`src/rtl/uart_cmd_parser_pkg.sv`:
```
// Purpose: shared types and constants for the UART command-frame parser.
// Contents: FSM state encoding, err_code values, default frame header, checksum helper.
// Used by: uart_cmd_parser (top) and the testbench.
package uart_pkg;

  typedef enum logic [1:0] {
    IDLE     = 2'd0,
    GET_ADDR = 2'd1,
    GET_DATA = 2'd2,
    GET_CHK  = 2'd3
  } state_t;

  localparam logic [1:0] ERR_NONE = 2'b00;
  localparam logic [1:0] ERR_CHK  = 2'b01;
  localparam logic [1:0] ERR_TMO  = 2'b10;

  localparam logic [7:0] DEFAULT_HEADER = 8'h55;

  // Frame checksum: 8-bit modular sum of address and data.
  function automatic logic [7:0] chk_sum(input logic [7:0] addr, input logic [7:0] data);
    return addr + data;
  endfunction

endpackage

```
`src/rtl/uart_cmd_parser_if.sv`:
```
// Purpose: byte-stream in / register-write + error status out bundle of the command parser.
// Ports: rx_done/rx_data (byte in), wr_en/wr_addr/wr_data (write strobe),
//        frame_err/err_code/err_cnt (rejects), busy (frame in progress).
interface uart_cmd_parser_if #(
  parameter int ERR_CNT_W = 8
);
  logic                 rx_done;
  logic [7:0]           rx_data;
  logic                 wr_en;
  logic [7:0]           wr_addr;
  logic [7:0]           wr_data;
  logic                 frame_err;
  logic [1:0]           err_code;
  logic                 busy;
  logic [ERR_CNT_W-1:0] err_cnt;

  // UART receiver / stimulus side
  modport master (
    output rx_done, rx_data,
    input  wr_en, wr_addr, wr_data, frame_err, err_code, busy, err_cnt
  );

  // Parser side
  modport slave (
    input  rx_done, rx_data,
    output wr_en, wr_addr, wr_data, frame_err, err_code, busy, err_cnt
  );
endinterface

```
`src/rtl/uart_byte_timeout.sv`:
```
// Purpose: inter-byte watchdog; counts cycles while a frame is open.
// Latency: o_expire is combinational, high on the cycle the count reaches TIMEOUT_CYCLES.
// Ports: clk, rst (async, high), i_clr (restart count), i_en (count), o_expire (pulse).
module uart_byte_timeout #(
  parameter int TIMEOUT_CYCLES = 104166
) (
  input  logic clk,
  input  logic rst,
  input  logic i_clr,
  input  logic i_en,
  output logic o_expire
);

  localparam int CNT_W = $clog2(TIMEOUT_CYCLES + 1);
  localparam logic [CNT_W-1:0] CNT_LAST = CNT_W'(TIMEOUT_CYCLES - 1);
  localparam logic [CNT_W-1:0] CNT_MAX  = CNT_W'(TIMEOUT_CYCLES);

  logic [CNT_W-1:0] r_cnt;

  always_ff @(posedge clk or posedge rst) begin
    if (rst) begin
      r_cnt <= '0;
    end else if (i_clr) begin
      r_cnt <= '0;
    end else if (i_en && (r_cnt != CNT_MAX)) begin
      r_cnt <= r_cnt + CNT_W'(1);
    end
  end

  // Fires on the cycle whose increment would bring the count to TIMEOUT_CYCLES.
  // A byte arriving on that same cycle clears the count and wins.
  assign o_expire = i_en && !i_clr && (r_cnt == CNT_LAST);

endmodule

```
`src/rtl/uart_cmd_parser.sv`:
```
// Purpose: assembles HEADER/ADDR/DATA[/CHK] byte frames into one-cycle register writes.
// Latency: wr_en and frame_err are registered, 1 cycle after the deciding byte or timeout.
// Backpressure: none; every rx_done byte is consumed. Stalled frames are dropped by timeout.
// Ports: clk, rst (async, active-high), bus (uart_cmd_parser_if.slave).
// Build option: define UART_CMD_CHKSUM_EN for 4-byte frames with checksum (err_code 01).
module uart_cmd_parser
  import uart_pkg::*;
#(
  parameter logic [7:0] HEADER         = DEFAULT_HEADER,
  parameter int         TIMEOUT_CYCLES = 104166,
  parameter int         ERR_CNT_W      = 8
) (
  input  logic               clk,
  input  logic               rst,
  uart_cmd_parser_if.slave   bus
);

  state_t               r_state;
  state_t               w_state_nxt;
  logic [7:0]           r_addr;
  logic                 r_wr_en;
  logic [7:0]           r_wr_addr;
  logic [7:0]           r_wr_data;
  logic                 r_frame_err;
  logic [1:0]           r_err_code;
  logic [ERR_CNT_W-1:0] r_err_cnt;

  logic                 w_expire;
  logic                 w_lat_addr;
  logic                 w_wr_go;
  logic                 w_err_go;
  logic [1:0]           w_err_code;
  logic [7:0]           w_wr_data;

  uart_byte_timeout #(
    .TIMEOUT_CYCLES (TIMEOUT_CYCLES)
  ) u_timeout (
    .clk      (clk),
    .rst      (rst),
    .i_clr    (bus.rx_done || (r_state == IDLE)),
    .i_en     (r_state != IDLE),
    .o_expire (w_expire)
  );

`ifdef UART_CMD_CHKSUM_EN
  logic [7:0] r_data;
  logic       w_lat_data;
  assign w_wr_data = r_data;
`else
  // Without checksum the data byte is the final byte, so it goes straight to the write port.
  assign w_wr_data = bus.rx_data;
`endif

  always_comb begin
    w_state_nxt = r_state;
    w_lat_addr  = 1'b0;
    w_wr_go     = 1'b0;
    w_err_go    = 1'b0;
    w_err_code  = ERR_NONE;
`ifdef UART_CMD_CHKSUM_EN
    w_lat_data  = 1'b0;
`endif
    case (r_state)
      IDLE: begin
        // Non-header bytes between frames are line noise and are dropped silently.
        if (bus.rx_done && (bus.rx_data == HEADER)) begin
          w_state_nxt = GET_ADDR;
        end
      end
      GET_ADDR: begin
        // A header value here is just an address; there is no resync.
        if (bus.rx_done) begin
          w_lat_addr  = 1'b1;
          w_state_nxt = GET_DATA;
        end else if (w_expire) begin
          w_err_go    = 1'b1;
          w_err_code  = ERR_TMO;
          w_state_nxt = IDLE;
        end
      end
      GET_DATA: begin
        if (bus.rx_done) begin
`ifdef UART_CMD_CHKSUM_EN
          w_lat_data  = 1'b1;
          w_state_nxt = GET_CHK;
`else
          w_wr_go     = 1'b1;
          w_state_nxt = IDLE;
`endif
        end else if (w_expire) begin
          w_err_go    = 1'b1;
          w_err_code  = ERR_TMO;
          w_state_nxt = IDLE;
        end
      end
`ifdef UART_CMD_CHKSUM_EN
      GET_CHK: begin
        if (bus.rx_done) begin
          if (bus.rx_data == chk_sum(r_addr, r_data)) begin
            w_wr_go    = 1'b1;
          end else begin
            w_err_go   = 1'b1;
            w_err_code = ERR_CHK;
          end
          w_state_nxt = IDLE;
        end else if (w_expire) begin
          w_err_go    = 1'b1;
          w_err_code  = ERR_TMO;
          w_state_nxt = IDLE;
        end
      end
`endif
      default: w_state_nxt = IDLE;
    endcase
  end

  always_ff @(posedge clk or posedge rst) begin
    if (rst) begin
      r_state     <= IDLE;
      r_addr      <= '0;
      r_wr_en     <= 1'b0;
      r_wr_addr   <= '0;
      r_wr_data   <= '0;
      r_frame_err <= 1'b0;
      r_err_code  <= ERR_NONE;
      r_err_cnt   <= '0;
`ifdef UART_CMD_CHKSUM_EN
      r_data      <= '0;
`endif
    end else begin
      r_state     <= w_state_nxt;
      r_wr_en     <= w_wr_go;
      r_frame_err <= w_err_go;
      if (w_lat_addr) begin
        r_addr <= bus.rx_data;
      end
`ifdef UART_CMD_CHKSUM_EN
      if (w_lat_data) begin
        r_data <= bus.rx_data;
      end
`endif
      // Address/data hold after the strobe so the bank can sample late.
      if (w_wr_go) begin
        r_wr_addr <= r_addr;
        r_wr_data <= w_wr_data;
      end
      if (w_err_go) begin
        r_err_code <= w_err_code;
        if (r_err_cnt != '1) begin
          r_err_cnt <= r_err_cnt + ERR_CNT_W'(1);
        end
      end
    end
  end

  assign bus.wr_en     = r_wr_en;
  assign bus.wr_addr   = r_wr_addr;
  assign bus.wr_data   = r_wr_data;
  assign bus.frame_err = r_frame_err;
  assign bus.err_code  = r_err_code;
  assign bus.err_cnt   = r_err_cnt;
  assign bus.busy      = (r_state != IDLE);

endmodule

```
`src/flat_wrapper.sv`:
```
// flat-port wrapper written by rule: the top's interface ports become plain ports
module uart_cmd_parser_flat import uart_pkg::*;
#(
  parameter logic [7:0] HEADER         = DEFAULT_HEADER,
  parameter int         TIMEOUT_CYCLES = 104166,
  parameter int         ERR_CNT_W      = 8
)
  (clk, rst, bus_rx_done, bus_rx_data, bus_wr_en, bus_wr_addr, bus_wr_data, bus_frame_err, bus_err_code, bus_busy, bus_err_cnt);
  uart_cmd_parser_if #(.ERR_CNT_W(ERR_CNT_W)) bus_i ();
  input  logic clk;
  input  logic rst;
  input wire logic [$bits(bus_i.rx_done)-1:0] bus_rx_done;
  input wire logic [$bits(bus_i.rx_data)-1:0] bus_rx_data;
  output wire logic [$bits(bus_i.wr_en)-1:0] bus_wr_en;
  output wire logic [$bits(bus_i.wr_addr)-1:0] bus_wr_addr;
  output wire logic [$bits(bus_i.wr_data)-1:0] bus_wr_data;
  output wire logic [$bits(bus_i.frame_err)-1:0] bus_frame_err;
  output wire logic [$bits(bus_i.err_code)-1:0] bus_err_code;
  output wire logic [$bits(bus_i.busy)-1:0] bus_busy;
  output wire logic [$bits(bus_i.err_cnt)-1:0] bus_err_cnt;
  assign bus_i.rx_done = bus_rx_done;
  assign bus_i.rx_data = bus_rx_data;
  assign bus_wr_en = bus_i.wr_en;
  assign bus_wr_addr = bus_i.wr_addr;
  assign bus_wr_data = bus_i.wr_data;
  assign bus_frame_err = bus_i.frame_err;
  assign bus_err_code = bus_i.err_code;
  assign bus_busy = bus_i.busy;
  assign bus_err_cnt = bus_i.err_cnt;
  uart_cmd_parser #(.HEADER(HEADER), .TIMEOUT_CYCLES(TIMEOUT_CYCLES), .ERR_CNT_W(ERR_CNT_W)) u_core (.clk(clk), .rst(rst), .bus(bus_i));
endmodule
```
`config.mk`:
```
export PLATFORM = sky130hd
export DESIGN_NAME = uart_cmd_parser_flat
export DESIGN_NICKNAME = d
export VERILOG_FILES = /design/src/rtl/uart_cmd_parser_pkg.sv /design/src/rtl/uart_cmd_parser_if.sv /design/src/rtl/uart_byte_timeout.sv /design/src/rtl/uart_cmd_parser.sv /design/src/flat_wrapper.sv
export SDC_FILE = /design/constraint.sdc
export NUM_CORES = 1
export LEC_CHECK = 0
export ABC_AREA = 0
export CORE_MARGIN = 1
export CORE_UTILIZATION = 30
export DETAILED_ROUTE_END_ITERATION = 12
export HOLD_SLACK_MARGIN = 0.02
export SETUP_SLACK_MARGIN = 0.05
export SLEW_MARGIN = 5
export SYNTH_ARGS = -nofsm -noshare
export SYNTH_HDL_FRONTEND = slang
export SYNTH_SLANG_ARGS = --single-unit
export TNS_END_PERCENT = 10
```
`constraint.sdc`:
```
create_clock -name clk -period 2.4 [get_ports clk]
set_input_delay 0.36 -clock clk [delete_from_list [all_inputs] [get_ports clk]]
set_output_delay 0.36 -clock clk [all_outputs]
set_load 0.005 [all_outputs]
```
==> run metrics <==
top-area cell type share of the netlist area 54.7%; Core Box Area roughly 8000 um2; gate count of the mapped netlist 211; Area contributors post-synth dfrtp_1 55%, mux2_2 11%, xnor2_1 4.6%; most frequent cells in the layout 54 x dfrtp_1, 38 x clkdlybuf4s50_1, 24 x mux2_2; Cell Rows 32; maxcap violations 0; Vias 1708; Syn Nets 230; share of cells above drive strength 1 15.2%; GRT Util Overall 12.3%; Worst R2R Setup Slack 0.32 ns; I/O Pins 40; routed wl met2 2.23 mm; postcts setup bufs 0; routed wire length 4.76 mm; Reg-to-Reg Start u_core.r_state[1]; DR WL/cell approximately 13 um; Synth async-reset ratio 100%; final hold vios 0; total clock sinks 54; Top Layer Used met4; Finish-stage setup viols 0; Worst Skew 0.0110 ns; later-pin clock latency in the skew report 0.31 ns; Seq/Total Area, Yosys a little over half; Reg-to-Reg End u_core.bus.err_cnt[1]; Routed Antenna Nets 0; cell area after synthesis between 2000 and 2500 um2; HP Class in -> async; CP startpoint kind register; synth unique cells 37; Initial DRC Count between 50 and 60; CP endpoint kind register; IO buf count 38; Synth Flop Type dfrtp_1; Syn Area/Cell 11.7 um2; area grow syn2layout 25.1%; Placer Congestion between 0.7 and 0.8; Pleak roughly 1.3 nW; Post-synth EDFFs 0; met3 WL post-DR 208 um; number of global-route vias before repair 1736; RSZ-0062 raised after global routing no; Initial Util 31.5%; post-DP HPWL 3.38 mm; Power Density just under 900 nW/um2; CTS buffer count 5; CTS tree built; CP max FO 7; arrival time at the worst endpoint 2.28 ns; CTS max path bufs 2; WHS between 0.3 and 0.4 ns; TNS Setup 0 ns; most common cell after layout, fill and taps aside dfrtp_1; first-pass GRT wire length 8.34 mm; pin count of the biggest net entering global routing 35; die area around 8600 um2; DRT met1 WL 2.25 mm; CTS clk-pin slew, worst paths 0.10 ns; Worst EP required roughly 2.6 ns; Inserted Diodes 0; reg2reg path depth 6; total grt overflow 0; Vias per Instance 4.77; CTS root buf clkbuf_8; # nets final 274; die span in x 92.8 um; YS warnings 0; Peak VDD IR 311 uV; post-synth top area cell dfrtp_1; die height 92.8 um; fmax a little under 500 MHz; Post-CTS Resized 0; min Tclk post-route 2.08 ns; initial antenna violation count 0; Post-CTS Hold Buffers 0; CTS H-tree depth 2; DR DRC count 0; Critical Setup Path Class reg -> reg; Seq cells post-synth 54; fin. max-slew vios 0; Tcrit/Tclk final 86.7%; drt first pass iters 4; status finished, final reports clean
==> cell type report <==
cell class / instances / area, um2
multi-input cells: 141 / 1050
inverters: 11 / 41.3
flip-flops and latches: 54 / 1350
fillers: 765 / 4760
repair buffers: 42 / 423
clock buffers: 6 / 82.6
well taps: 102 / 128
clock inverters: 2 / 16.3
==> state kept, by name (all words and copies together) (netlist names) <==
name,count
u_core.r_addr,8
u_core.bus.err_code,1
u_core.bus.wr_addr,8
u_core.u_timeout.r_cnt,17
u_core.r_state,2
u_core.bus.wr_en,1
u_core.bus.frame_err,1
u_core.bus.err_cnt,8
u_core.bus.wr_data,8
==> per-stage QoR <==
stage | instances | cell area [um2] | power, mW | setup WS [ns] | util (%)
floorplan | 211 | 2470 | 1.75 | 0.543 | -
global route | 358 | 3090 | 2.90 | 0.192 | 39.4
finish | 358 | 3090 | 2.71 | 0.320 | 39.4
global placement | 350 | 2990 | 2.16 | 0.298 | 38.1
CTS | 358 | 3090 | 2.76 | 0.299 | 39.4
detailed placement | 350 | 2990 | 2.19 | 0.300 | 38.1
==> Yosys cell counts (2+ instances only) <==
cell / n
a21oi_1: 3
a22o_1: 2
and2_1: 2
and3_1: 5
and4_1: 4
buf_2: 2
buf_4: 2
dfrtp_1: 54
ha_1: 8
inv_1: 11
mux2_2: 24
nand2_1: 12
nand2b_1: 2
nand3_1: 4
nand4_1: 10
nand4b_1: 2
nor2_1: 19
nor3_1: 6
nor4_1: 2
o21ai_0: 2
o21ai_1: 2
or2_1: 2
or3_1: 2
xnor2_1: 13
xor2_1: 4
==> worst max-delay path, cell delays in order (launching register included) <==
cell and delay, ns:
dfrtp_1 0.42, inv_1 0.09, ha_1 0.23, or2_1 0.27, nor3_2 0.22, and4_1 0.38
mux2_1 0.35
==> worst max path at each step <==
stage / startpoint / end / depth (start not counted)
final: u_core.r_state[1] / u_core.bus.err_cnt[1] / 6
after global routing: u_core.r_state[1] / u_core.bus.err_cnt[3] / 7
after CTS: u_core.r_state[0] / u_core.bus.err_cnt[1] / 6
after detailed placement: bus_rx_done / u_core.bus.err_cnt[1] / 5
after global placement: bus_rx_done / u_core.bus.err_cnt[1] / 5
after floorplan: u_core.r_state[0] / u_core.bus.err_cnt[1] / 7
==> logic make-up (layout without fill, tap and decap cells) <==
| family | after synthesis | count (layout) | share of synthesized area (%) |
|---|---|---|---|
| AND/OR/NAND/NOR | 76 | 76 | 17.1 |
| XOR/XNOR | 17 | 17 | 6.03 |
| AO/OA/AOI/OAI | 14 | 14 | 3.75 |
| flip-flops | 54 | 54 | 54.7 |
| other | 1 | 1 | 0.152 |
| buffers and inverters | 16 | 61 | 2.84 |
| adder cells (fa/ha/maj) | 8 | 8 | 4.05 |
| multiplexers | 25 | 25 | 11.4 |
==> power breakdown <==
group / total [mW] / internal [mW] / switching (mW) / leakage, nW
sequential: 1.27 / 1.14 / 0.126 / 0.703
clock: 0.550 / 0.238 / 0.312 / 0.0478
combinational: 0.887 / 0.558 / 0.329 / 0.550
total: 2.71 / 1.94 / 0.767 / 1.30
==> layer usage <==
layer  up-vias  track usage, %
li1        826               -
met1       842            16.5
met4         0            3.97
met2        32            19.3
met3         8            3.12
met5         -               0
No activity file was read; power rests on OpenSTA's default activity.
